**config.mk**
```make
export PLATFORM = sky130hd
export DESIGN_NAME = triple_buffer_reader
export DESIGN_NICKNAME = d
export VERILOG_FILES = /design/src/rtl/triple_buffer_reader.sv
export SDC_FILE = /design/constraint.sdc
export NUM_CORES = 1
export LEC_CHECK = 0
export ABC_AREA = 1
export CAP_MARGIN = 10
export CORE_UTILIZATION = 45
export CTS_BUF_LIST = sky130_fd_sc_hd__clkbuf_8
export DETAILED_ROUTE_END_ITERATION = 8
export GPL_ROUTABILITY_DRIVEN = 0
export GPL_TIMING_DRIVEN = 0
export PLACE_DENSITY_LB_ADDON = 0.25
export RECOVER_POWER = 50
export REMOVE_ABC_BUFFERS = 1
export SLEW_MARGIN = 25
export SYNTH_ARGS = -nofsm -noshare
export SYNTH_HDL_FRONTEND = slang
export SYNTH_SLANG_ARGS = --single-unit
```
**constraint.sdc**
```tcl
create_clock -name r_clk -period 4.4 [get_ports r_clk]
set_clock_uncertainty 0.15 [all_clocks]
set_input_delay 1.32 -clock r_clk [delete_from_list [all_inputs] [get_ports r_clk]]
set_output_delay 1.32 -clock r_clk [all_outputs]
set_load 0.005 [all_outputs]
```
**src/rtl/triple_buffer_reader.sv**
```systemverilog
// triple_buffer_reader: three-frame buffer arbiter plus AXI-Stream reader of the newest complete frame
module triple_buffer_reader #(
  parameter int MAX_TAP = 448,
  parameter int RD_LATENCY = 1
) (
  input  logic        r_clk,
  input  logic        rst_n,
  input  logic        w_done,
  input  logic [2:0]  w_done_id,
  output logic [2:0]  w_buffer_id,
  output logic [2:0]  r_buffer_id,
  output logic [8:0]  raddr,
  output logic        r_occur,
  input  logic [31:0] rdata,
  output logic [31:0] m_axis_tdata,
  output logic        m_axis_tvalid,
  input  logic        m_axis_tready,
  output logic        m_axis_tlast,
  output logic [15:0] drop_cnt,
  output logic        id_err
);
  localparam logic [8:0] LAST = 9'(MAX_TAP - 1);
  typedef enum logic [1:0] {IDLE, ISSUE, DRAIN} state_t;
  state_t state, state_nx;
  logic [2:0] latest, latest_nx, reading, reading_nx, occ, wbuf_nx;
  logic fresh, fresh_nx, start, accept, drop_inc, issue, pop, capture;
  logic [8:0] issue_cnt, issue_nx, beat_cnt, beat_nx;
  logic [RD_LATENCY-1:0] rd_pipe;
  logic [31:0] fifo [4];
  logic [1:0] wr_ptr, rd_ptr;
  logic [2:0] fifo_cnt, in_flight;
  logic [3:0] outstanding;
  assign r_buffer_id = reading;
  assign capture = rd_pipe[RD_LATENCY-1];
  assign m_axis_tvalid = fifo_cnt != 3'd0;
  assign m_axis_tdata = fifo[rd_ptr];
  assign m_axis_tlast = m_axis_tvalid && beat_cnt == LAST;
  assign pop = m_axis_tvalid && m_axis_tready;
  assign outstanding = {1'b0, fifo_cnt} + {1'b0, in_flight} - {3'b0, pop};
  // count reads issued but not yet landed in the FIFO
  always_comb begin
    in_flight = {2'b0, r_occur};
    for (int i = 0; i < RD_LATENCY; i++) in_flight = in_flight + {2'b0, rd_pipe[i]};
  end
  // frame sequencer: pick up the newest frame, issue its addresses under credit, drain the stream
  always_comb begin
    state_nx = state;
    reading_nx = reading;
    issue_nx = issue_cnt;
    beat_nx = pop ? beat_cnt + 9'd1 : beat_cnt;
    start = 1'b0;
    issue = 1'b0;
    case (state)
      IDLE: if (fresh) begin
        start = 1'b1;
        reading_nx = latest;
        issue_nx = '0;
        beat_nx = '0;
        state_nx = ISSUE;
      end
      ISSUE: if (outstanding < 4'd4) begin
        issue = 1'b1;
        issue_nx = issue_cnt + 9'd1;
        state_nx = issue_cnt == LAST ? DRAIN : ISSUE;
      end
      DRAIN: if (pop && m_axis_tlast) begin
        reading_nx = '0;
        state_nx = IDLE;
      end
      default: state_nx = IDLE;
    endcase
  end
  // buffer arbitration: a completed frame becomes latest; writer gets the lowest buffer nobody holds
  always_comb begin
    accept = w_done && w_done_id == w_buffer_id;
    latest_nx = accept ? w_done_id : latest;
    fresh_nx = accept || (fresh && !start);
    drop_inc = accept && fresh && !start;
    occ = latest_nx | reading_nx;
    wbuf_nx = !occ[0] ? 3'b001 : !occ[1] ? 3'b010 : !occ[2] ? 3'b100 : 3'b000;
  end
  // control and bookkeeping registers
  always_ff @(posedge r_clk or negedge rst_n) begin
    if (!rst_n) begin
      state <= IDLE;
      latest <= '0;
      fresh <= 1'b0;
      reading <= '0;
      w_buffer_id <= 3'b001;
      issue_cnt <= '0;
      beat_cnt <= '0;
      raddr <= '0;
      r_occur <= 1'b0;
      drop_cnt <= '0;
      id_err <= 1'b0;
      rd_pipe <= '0;
      fifo_cnt <= '0;
      wr_ptr <= '0;
      rd_ptr <= '0;
    end else begin
      state <= state_nx;
      latest <= latest_nx;
      fresh <= fresh_nx;
      reading <= reading_nx;
      w_buffer_id <= wbuf_nx;
      issue_cnt <= issue_nx;
      beat_cnt <= beat_nx;
      raddr <= issue ? issue_cnt : raddr;
      r_occur <= issue;
      drop_cnt <= drop_inc && drop_cnt != 16'hFFFF ? drop_cnt + 16'd1 : drop_cnt;
      id_err <= id_err || (w_done && !accept);
      rd_pipe[0] <= r_occur;
      for (int i = 1; i < RD_LATENCY; i++) rd_pipe[i] <= rd_pipe[i-1];
      fifo_cnt <= fifo_cnt + {2'b0, capture} - {2'b0, pop};
      wr_ptr <= wr_ptr + {1'b0, capture};
      rd_ptr <= rd_ptr + {1'b0, pop};
    end
  end
  // output FIFO storage; contents are don't-care while empty
  always_ff @(posedge r_clk) begin
    if (capture) fifo[wr_ptr] <= rdata;
  end
endmodule

```
## Word level (Yosys, flattened, before mapping)

Memory sizes are Yosys's and may differ from the RTL's.
Cells that the tools add are included.
Widths: inputs -> output; s select.

- Bits in registers: 65
- RAM bits: 128
- Input port bits: 39
- Output and inout port bits: 67
- Logic and storage cells: 79
- Memories kept: 1

- $add $sub $neg: 10
- $lt $le $gt $ge: 1
- Eq/ne operators: 9
- Mux-type cells: 24
- Bitwise gates (word level): 1
- Reductions and logical operators: 18

Memories:

| memory | depth | bits a word | rd ports | clocked after memory_dff | wr ports | line | source |
|---|---|---|---|---|---|---|---|
| fifo | 4 | 32 | 1 | 0 | 1 | 29 | `logic [31:0] fifo [4];` |

Operators by type and width:

| kind | number |
|---|---|
| $mux 9 | 5 |
| $add 9x1->9 const B | 2 |
| $eq 9x9->1 const B | 2 |
| $mux 3 | 6 |
| $pmux 9 s2 | 1 |
| $add 16x1->16 const B | 1 |
| $ne 16x16->1 const B | 1 |
| $logic_and 1x1->1 | 9 |
| $mux 2 | 4 |
| $mux 1 | 6 |
| $ne 2x2->1 const B | 3 |
| $pmux 2 s3 | 1 |
| $pmux 3 s2 | 1 |
| $reduce_and 3->1 | 2 |
| $add 2x1->2 | 2 |
| $add 3x3->4 | 1 |
| $lt 4x3->1 const B | 1 |
| $sub 4x1->4 | 1 |
| $add 3x1->3 | 1 |
| $eq 3x3->1 | 1 |
| $or 3x3->3 | 1 |
| $reduce_bool 3->1 | 1 |
| $sub 3x1->3 | 1 |
| $add 1x1->2 | 1 |
| other kinds (6) | 8 |

## Logic depth before layout (Yosys ltp)

Gate-level depths: netlist (run 1).

- Depth in word-level cells: 9
- Depth in mapped cells: 16
- Mapped depth without buffers: 16

## Least setup slack after synthesis (run 1)

Ideal clock, no wire load.

- Kind: reg2reg
- Start point: register wr_ptr[1]
- End point: memory fifo[2][0], enable pin
- Data arrival time: 2.672 ns
- Data required time: 3.789 ns
- Slack: 1.117 ns
- Cell stages (with the launch flop): 3
- Buffers on the path: 0
- Cells stage by stage: dfrtp_1 inv_1 nor3_1

RTL lines:

| element | line | source |
|---|---|---|
| from (decl) | 30 | `logic [1:0] wr_ptr, rd_ptr;` |
| from (signal assigned) | 115 | `wr_ptr <= wr_ptr + {1'b0, capture};` |
| to (decl) | 29 |  |

Straight into the memory's write port.

## Final worst setup path (run 1)

- Start point: register rd_ptr[1]
- End point: output port m_axis_tdata[31]

- Longest elaborated chain between the ends: 1

RTL lines:

| element | line | source |
|---|---|---|
| from (decl) | 30 |  |
| from (signal assigned) | 116 | `rd_ptr <= rd_ptr + {1'b0, pop};` |
| $mem_v2 4x32 | - |  |
| to (decl) | 15 | `output logic [31:0] m_axis_tdata,` |

No other way between the ends.

==> results of run 1 <==
final cells by class:
cell class	instances	area, sq um	share of cell area
clock inverters	15	149	0.0152
clock buffers	17	234	0.0239
multi-input cells	433	2220	0.227
diodes	2	5.00	0.000510
inverters	64	245	0.0250
flip-flops and latches	193	5480	0.558
well taps	225	282	0.0287
repair buffers	123	1190	0.122
power groups by stage:
stage / Sequential [mW] / Combinational, mW / Clock, mW
2_1_floorplan: 2.60 / 1.26 / 0
3_3_place_gp: 2.71 / 2.19 / 0
3_5_place_dp: 2.71 / 2.32 / 0
4_1_cts: 2.67 / 2.32 / 1.14
5_1_grt: 2.72 / 2.54 / 1.21
6_report: 2.67 / 2.26 / 1.10
routing by layer:
layer  GRT usage  vias up
li1            -     2700
met5           0        -
met2       0.330       99
met4      0.0506        2
met3      0.0475        8
met1       0.219     2683
path summary, 6_finish.rpt:
check / start / end / cells after the start / slack, ps
max in group asynchronous: rst_n / w_buffer_id[0] / 2 / 2420
setup reg to reg: fifo_cnt[0] / issue_cnt[4] / 14 / 1600
hold / removal: r_occur / capture / 0 / 290
setup / recovery: rd_ptr[1] / m_axis_tdata[31] / 4 / 270
hold reg to reg: r_occur / capture / 0 / 290
min in group asynchronous: rst_n / drop_cnt[1] / 1 / 850
state kept, by name, indices dropped and copies added, names as in the netlist:
| register | count |
|---|---|
| fifo | 128 |
| drop_cnt | 16 |
| beat_cnt | 9 |
| issue_cnt | 9 |
| raddr | 9 |
| fifo_cnt | 3 |
| latest | 3 |
| r_buffer_id | 3 |
| w_buffer_id | 3 |
| rd_ptr | 2 |
| state | 2 |
| wr_ptr | 2 |
| capture | 1 |
| fresh | 1 |
| id_err | 1 |
| r_occur | 1 |
layout by cell type, fill, tap and decap left out, types with 2 or more instances in the layout:
master / instances
o22ai_1: 32
nor4_1: 3
clkdlybuf4s50_1: 72
or2_2: 3
inv_2: 2
buf_4: 13
nand3_1: 22
inv_8: 2
clkinvlp_4: 2
bufinv_16: 2
clkbuf_1: 4
nor3_1: 19
nand4_1: 8
inv_1: 64
o21ai_2: 7
diode_2: 2
edfxtp_1: 128
a21oi_1: 11
clkinv_4: 2
nand2_2: 5
inv_6: 2
nand2_1: 95
dlygate4sd3_1: 32
dfrtp_1: 62
xor2_1: 13
o21ai_0: 82
clkbuf_8: 17
xnor2_1: 8
a21oi_2: 2
nor2_1: 104
ha_1: 9
cells by family after synthesis:
family	Yosys count
buffers and inverters	88
XOR/XNOR	21
adder cells (fa/ha/maj)	10
AND/OR/NAND/NOR	266
AO/OA/AOI/OAI	136
flip-flops	193
stage by stage:
step,util,std cells
finish,0.565,1072
global route,0.565,1070
CTS,0.567,1070
detailed placement,0.545,1038
global placement,0.534,1020
floorplan,-,690
what timing repair did:
item | in CTS | in global routing
endpoints found under the setup margin | 0 | 1
resized for setup | 0 | 1
hold endpoints to repair | 0 | 0
==> impl_metrics.yaml, run 1 <==
run_status:
  status: "finished, final reports clean"
cts:
  cts_tree: "yes"
  hold_buffers: 0
  cts_sinks: 193
  cts_buffer_depth: 2
  cts-root-buf: "clkbuf_8"
  clkTransAtPathRegs_ps: 90
  insertion_delay_ps: 460
  htree_levels: 4
  cts_made_buffers: 17
  post_cts_buffers: 0
synth:
  synth_area_leader_cell: "edfxtp_1"
  synth_area_sq_um: 8040
  synth_most_common_cell: "edfxtp_1"
  synth.area.top_cells: "edfxtp_1 (48%), dfrtp_1 (20%), o21ai_0 (5.1%), nor2_1 (4.9%), nand2_1 (4.4%)"
  yosys_warnings: 0
  synthCells: 714
  synth_cell_types: 35
  synthArstFlopShare: 0.337
  synth_edf_count: 128
  synth_seq_cells: 193
  synth_area_per_cell_sq_um: 11.3
  synth_top_flop_cell: "edfxtp_1"
  synth-compound-area-share: 0.0946
  synth_top_area_frac: 0.478
  synth_common_cells: "edfxtp_1 (128), nor2_1 (104), nand2_1 (95), o21ai_0 (82), dfrtp_1 (64)"
  synth_xor_area_frac: 0.0229
  synth_top_family_by_area: "simple AND/OR/NAND/NOR gates"
  synth-simple-area-share: 0.143
  muxShareOfSynthArea: 0
  ys_seq_area_frac: 0.680
  synthAdderAreaFrac: 0.0165
global_routing:
  track_usage: 0.185
  grt_pass1_vias: 5352
  grt_pass1_wl_um: 25700
  antenna_found_initial: 1
  grt_max_degree: 67
  overflow: 0
routing:
  firstDrtPassIters: 4
  route.detailed.drc: 0
  wl_met3_um: 670
  wl_met1_um: 7120
  wl_met2_um: 8280
  drtIter0Drc: 217
  top_layer: "met5"
  postRouteAntennaNets: 0
  vias: 5492
  wl_um: 16200
  routedWlPerCell_um: 15.1
  avgViaCountPerCell: 5.12
pwr:
  p_total_mw: 6.03
  p_seq_frac: 0.442
  clkPwrFrac: 0.183
  p_switching_mw: 2.16
  pwr_density_cell_nw_per_um2: 615
  intPower_mw: 3.87
  combPwrFrac: 0.375
  p_leak_nw: 3.80
  peakVddDrop_mv: 0.265
  switching_share: 0.359
place:
  place_hpwl_um: 10800
  post-place-ws_ps: 375
  dpl_cell_area_sq_um: 9460
  io_buffer_count: 105
worst_hold_path:
  hp-class: "register to register"
timing:
  timing.fmax_ghz: 0.242
  slew_headroom: 0.237
  min_period_ps: 4130
  fin_ws_ps: 267
  finalSetupTns_ps: 0
  slew_violations: 0
  final_hold_viol_count: 0
  worst_slew_pin_slew_ps: 1140
  finalSetupViolCount: 0
  fin_hold_ws_ps: 287
  period_share: 0.939
  rsz0062_at_grt: "no"
setup_path:
  worst_setup_path_start_kind: "register"
  path_delay_family: "buffers and inverters"
  crit_path_top_delay_cell: "dfrtp_2"
  criticalPathCategory: "register to primary output"
  critPathCaptureType: "primary output"
  required_ps: 2930
  crit_path_max_incr_delay_ps: 680
  path_buf_inv: 2
  crit_arrival_ps: 2660
  crit_fanout: 34
  worstPathCellList: "inv_2, o21ai_0, o22ai_1, clkdlybuf4s50_1"
layout:
  area_growth_pct: 22.0
  nets: 881
  fin_area_sq_um: 9810
  drive_gt1_frac: 0.0840
  fillers: 1441
job:
  cap_violations: 0
die:
  coreArea_sq_um: 17400
  initial_utilization: 0.463
  rows: 48
  die_area_sq_um: 18400
  die_width_um: 136
  ios: 106
  die_y_um: 136
Power figures use the tool's default switching activity.
==> run 2, diff against run 1 <==
--- a/config.mk
+++ b/config.mk
@@ -8,2 +8,3 @@
 export ABC_AREA = 1
+export ABC_CLOCK_PERIOD_IN_PS = 4400
 export CAP_MARGIN = 10
--- a/constraint.sdc
+++ b/constraint.sdc
@@ -4,2 +4,2 @@
 set_output_delay 1.32 -clock r_clk [all_outputs]
-set_load 0.005 [all_outputs]
+set_load 0.05 [all_outputs]
==> run 2 against run 1 <==
Net effect:
- sequential share of layout area decreased by 0.14 points
- via count increased by 1.3%
- sequential power about the same
- design area increased by 0.26%
- critical path type unchanged
- combinational power increased by 48%
- critical endpoint unchanged
- largest cell class unchanged
- first-iteration DRC count increased by 9.7%
- largest power group is now combinational logic
==> impl_metrics.yaml, run 2 (synthesis results as in run 1) <==
run_status:
  status: "finished, final reports clean"
die:
  die_width_um: 136
  coreArea_sq_um: 17400
  die_area_sq_um: 18400
  die_y_um: 136
  initial_utilization: 0.463
  rows: 48
  ios: 106
place:
  io_buffer_count: 105
  place_hpwl_um: 10800
  post-place-ws_ps: 322
setup_path:
  required_ps: 2930
  worst_setup_path_start_kind: "register"
  crit_arrival_ps: 2780
  crit_fanout: 34
  critPathCaptureType: "primary output"
  criticalPathCategory: "register to primary output"
routing:
  drtIter0Drc: 238
  avgViaCountPerCell: 5.19
  firstDrtPassIters: 5
  vias: 5566
  postRouteAntennaNets: 0
  wl_um: 16700
  route.detailed.drc: 0
  routedWlPerCell_um: 15.5
worst_hold_path:
  hp-class: "register to register"
layout:
  nets: 882
  reg.largest.list: "fifo (128), drop_cnt (16)"
  drive_gt1_frac: 0.0851
  fillers: 1444
  top_register: "fifo"
  multi_input_area_sq_um: 2220
  area_growth_pct: 22.3
  seqCellArea_sq_um: 5480
  largest_register_ffs: 128
  final_cell_mix: "edfxtp_1 (128), nor2_1 (104), nand2_1 (95), o21ai_0 (82), clkdlybuf4s50_1 (71)"
  final_common_cell: "edfxtp_1"
timing:
  finalSetupViolCount: 0
  final_hold_viol_count: 0
  timing.fmax_ghz: 0.236
  fin_ws_ps: 154
  min_period_ps: 4250
  period_share: 0.965
  fin_hold_ws_ps: 287
  worst_slew_pin_slew_ps: 1120
  rsz0062_at_grt: "no"
  slew_violations: 0
  slew_headroom: 0.247
global_routing:
  track_usage: 0.185
  use_met1: 0.220
  grt_pass1_vias: 5361
  antenna_found_initial: 1
  use_met3: 0.0475
  busiest_layer: "met2"
  grt_pass1_wl_um: 25800
  overflow: 0
  grt_use_met2: 0.330
  grt_max_degree: 67
cts:
  cts_sinks: 193
  cts_made_buffers: 17
  htree_levels: 4
  cts-root-buf: "clkbuf_8"
  cts_buffer_depth: 2
  insertion_delay_ps: 460
  cts_tree: "yes"
  clkTransAtPathRegs_ps: 90
pwr:
  p_leak_nw: 3.83
  peakVddDrop_mv: 0.451
  pwr_density_cell_nw_per_um2: 721
job:
  cap_violations: 0
## run 2: cell types whose count changed in the layout (fill, tap and decap cells not counted), sizes merged
| cell | previous run | this run |
|---|---|---|
| dlymetal6s2s | 0 | 1 |
| clkdlybuf4s50 | 72 | 71 |
| buf | 15 | 16 |
| diode | 2 | 1 |
## run 2: power by group
| part | internal [mW] | switching, mW |
|---|---|---|
| clock | 0.504 | 0.599 |
| combinational | 1.05 | 2.30 |
| sequential | 2.33 | 0.310 |
## run 2: path summary, 6_finish.rpt
path / from / end / slack, ps / cells after the start
max: rd_ptr[1] / m_axis_tdata[31] / 150 / 4
min: r_occur / capture / 290 / 0
max reg2reg: fifo_cnt[0] / issue_cnt[4] / 1600 / 14
min reg2reg: r_occur / capture / 290 / 0
max in group asynchronous: rst_n / w_buffer_id[0] / 2420 / 2
min in group asynchronous: rst_n / drop_cnt[1] / 860 / 1
## run 2: layout make-up
type | count | area share
Sequential cell | 193 | 0.557
Multi-Input combinational cell | 433 | 0.226
Timing Repair Buffer | 124 | 0.124
Tap cell | 225 | 0.0286
Inverter | 64 | 0.0255
Clock buffer | 17 | 0.0238
Clock inverter | 15 | 0.0151
Antenna cell | 1 | 0.000255
## run 2: stage by stage
| step | setup TNS [ps] | util | instances | instance area [sq um] | total power, mW |
|---|---|---|---|---|---|
| after floorplan | 0 | - | 690 | 7940 | 4.88 |
| after global placement | -175110 | 0.534 | 1020 | 9270 | 5.90 |
| after detailed placement | 0 | 0.545 | 1038 | 9460 | 6.03 |
| after CTS | 0 | 0.567 | 1070 | 9850 | 7.15 |
| after global routing | 0 | 0.566 | 1071 | 9830 | 7.53 |
| final | 0 | 0.566 | 1072 | 9830 | 7.09 |
## run 2: worst max-delay path, stage by stage, from the launching register on
cell and delay (ps):
dfrtp_2 700, inv_4 410, o21ai_0 180, o22ai_1 180, clkdlybuf4s50_1 840
## run 2: layer usage
metal | vias to the layer above | wire length (um) | share of wire
li1 | 2703 | - | -
met1 | 2736 | 7300 | 0.44
met3 | 16 | 748 | 0.045
met2 | 109 | 8470 | 0.51
met4 | 2 | 127 | 0.0076
met5 | - | 13 | 0.00078
## run 2: what timing repair did
action	4_1_cts	5_1_grt
hold buffers	0	0
gates resized for setup	3	1
cloned	0	0
endpoints found under the hold margin	0	0
endpoints found under the setup margin	32	8
buffers inserted	0	1
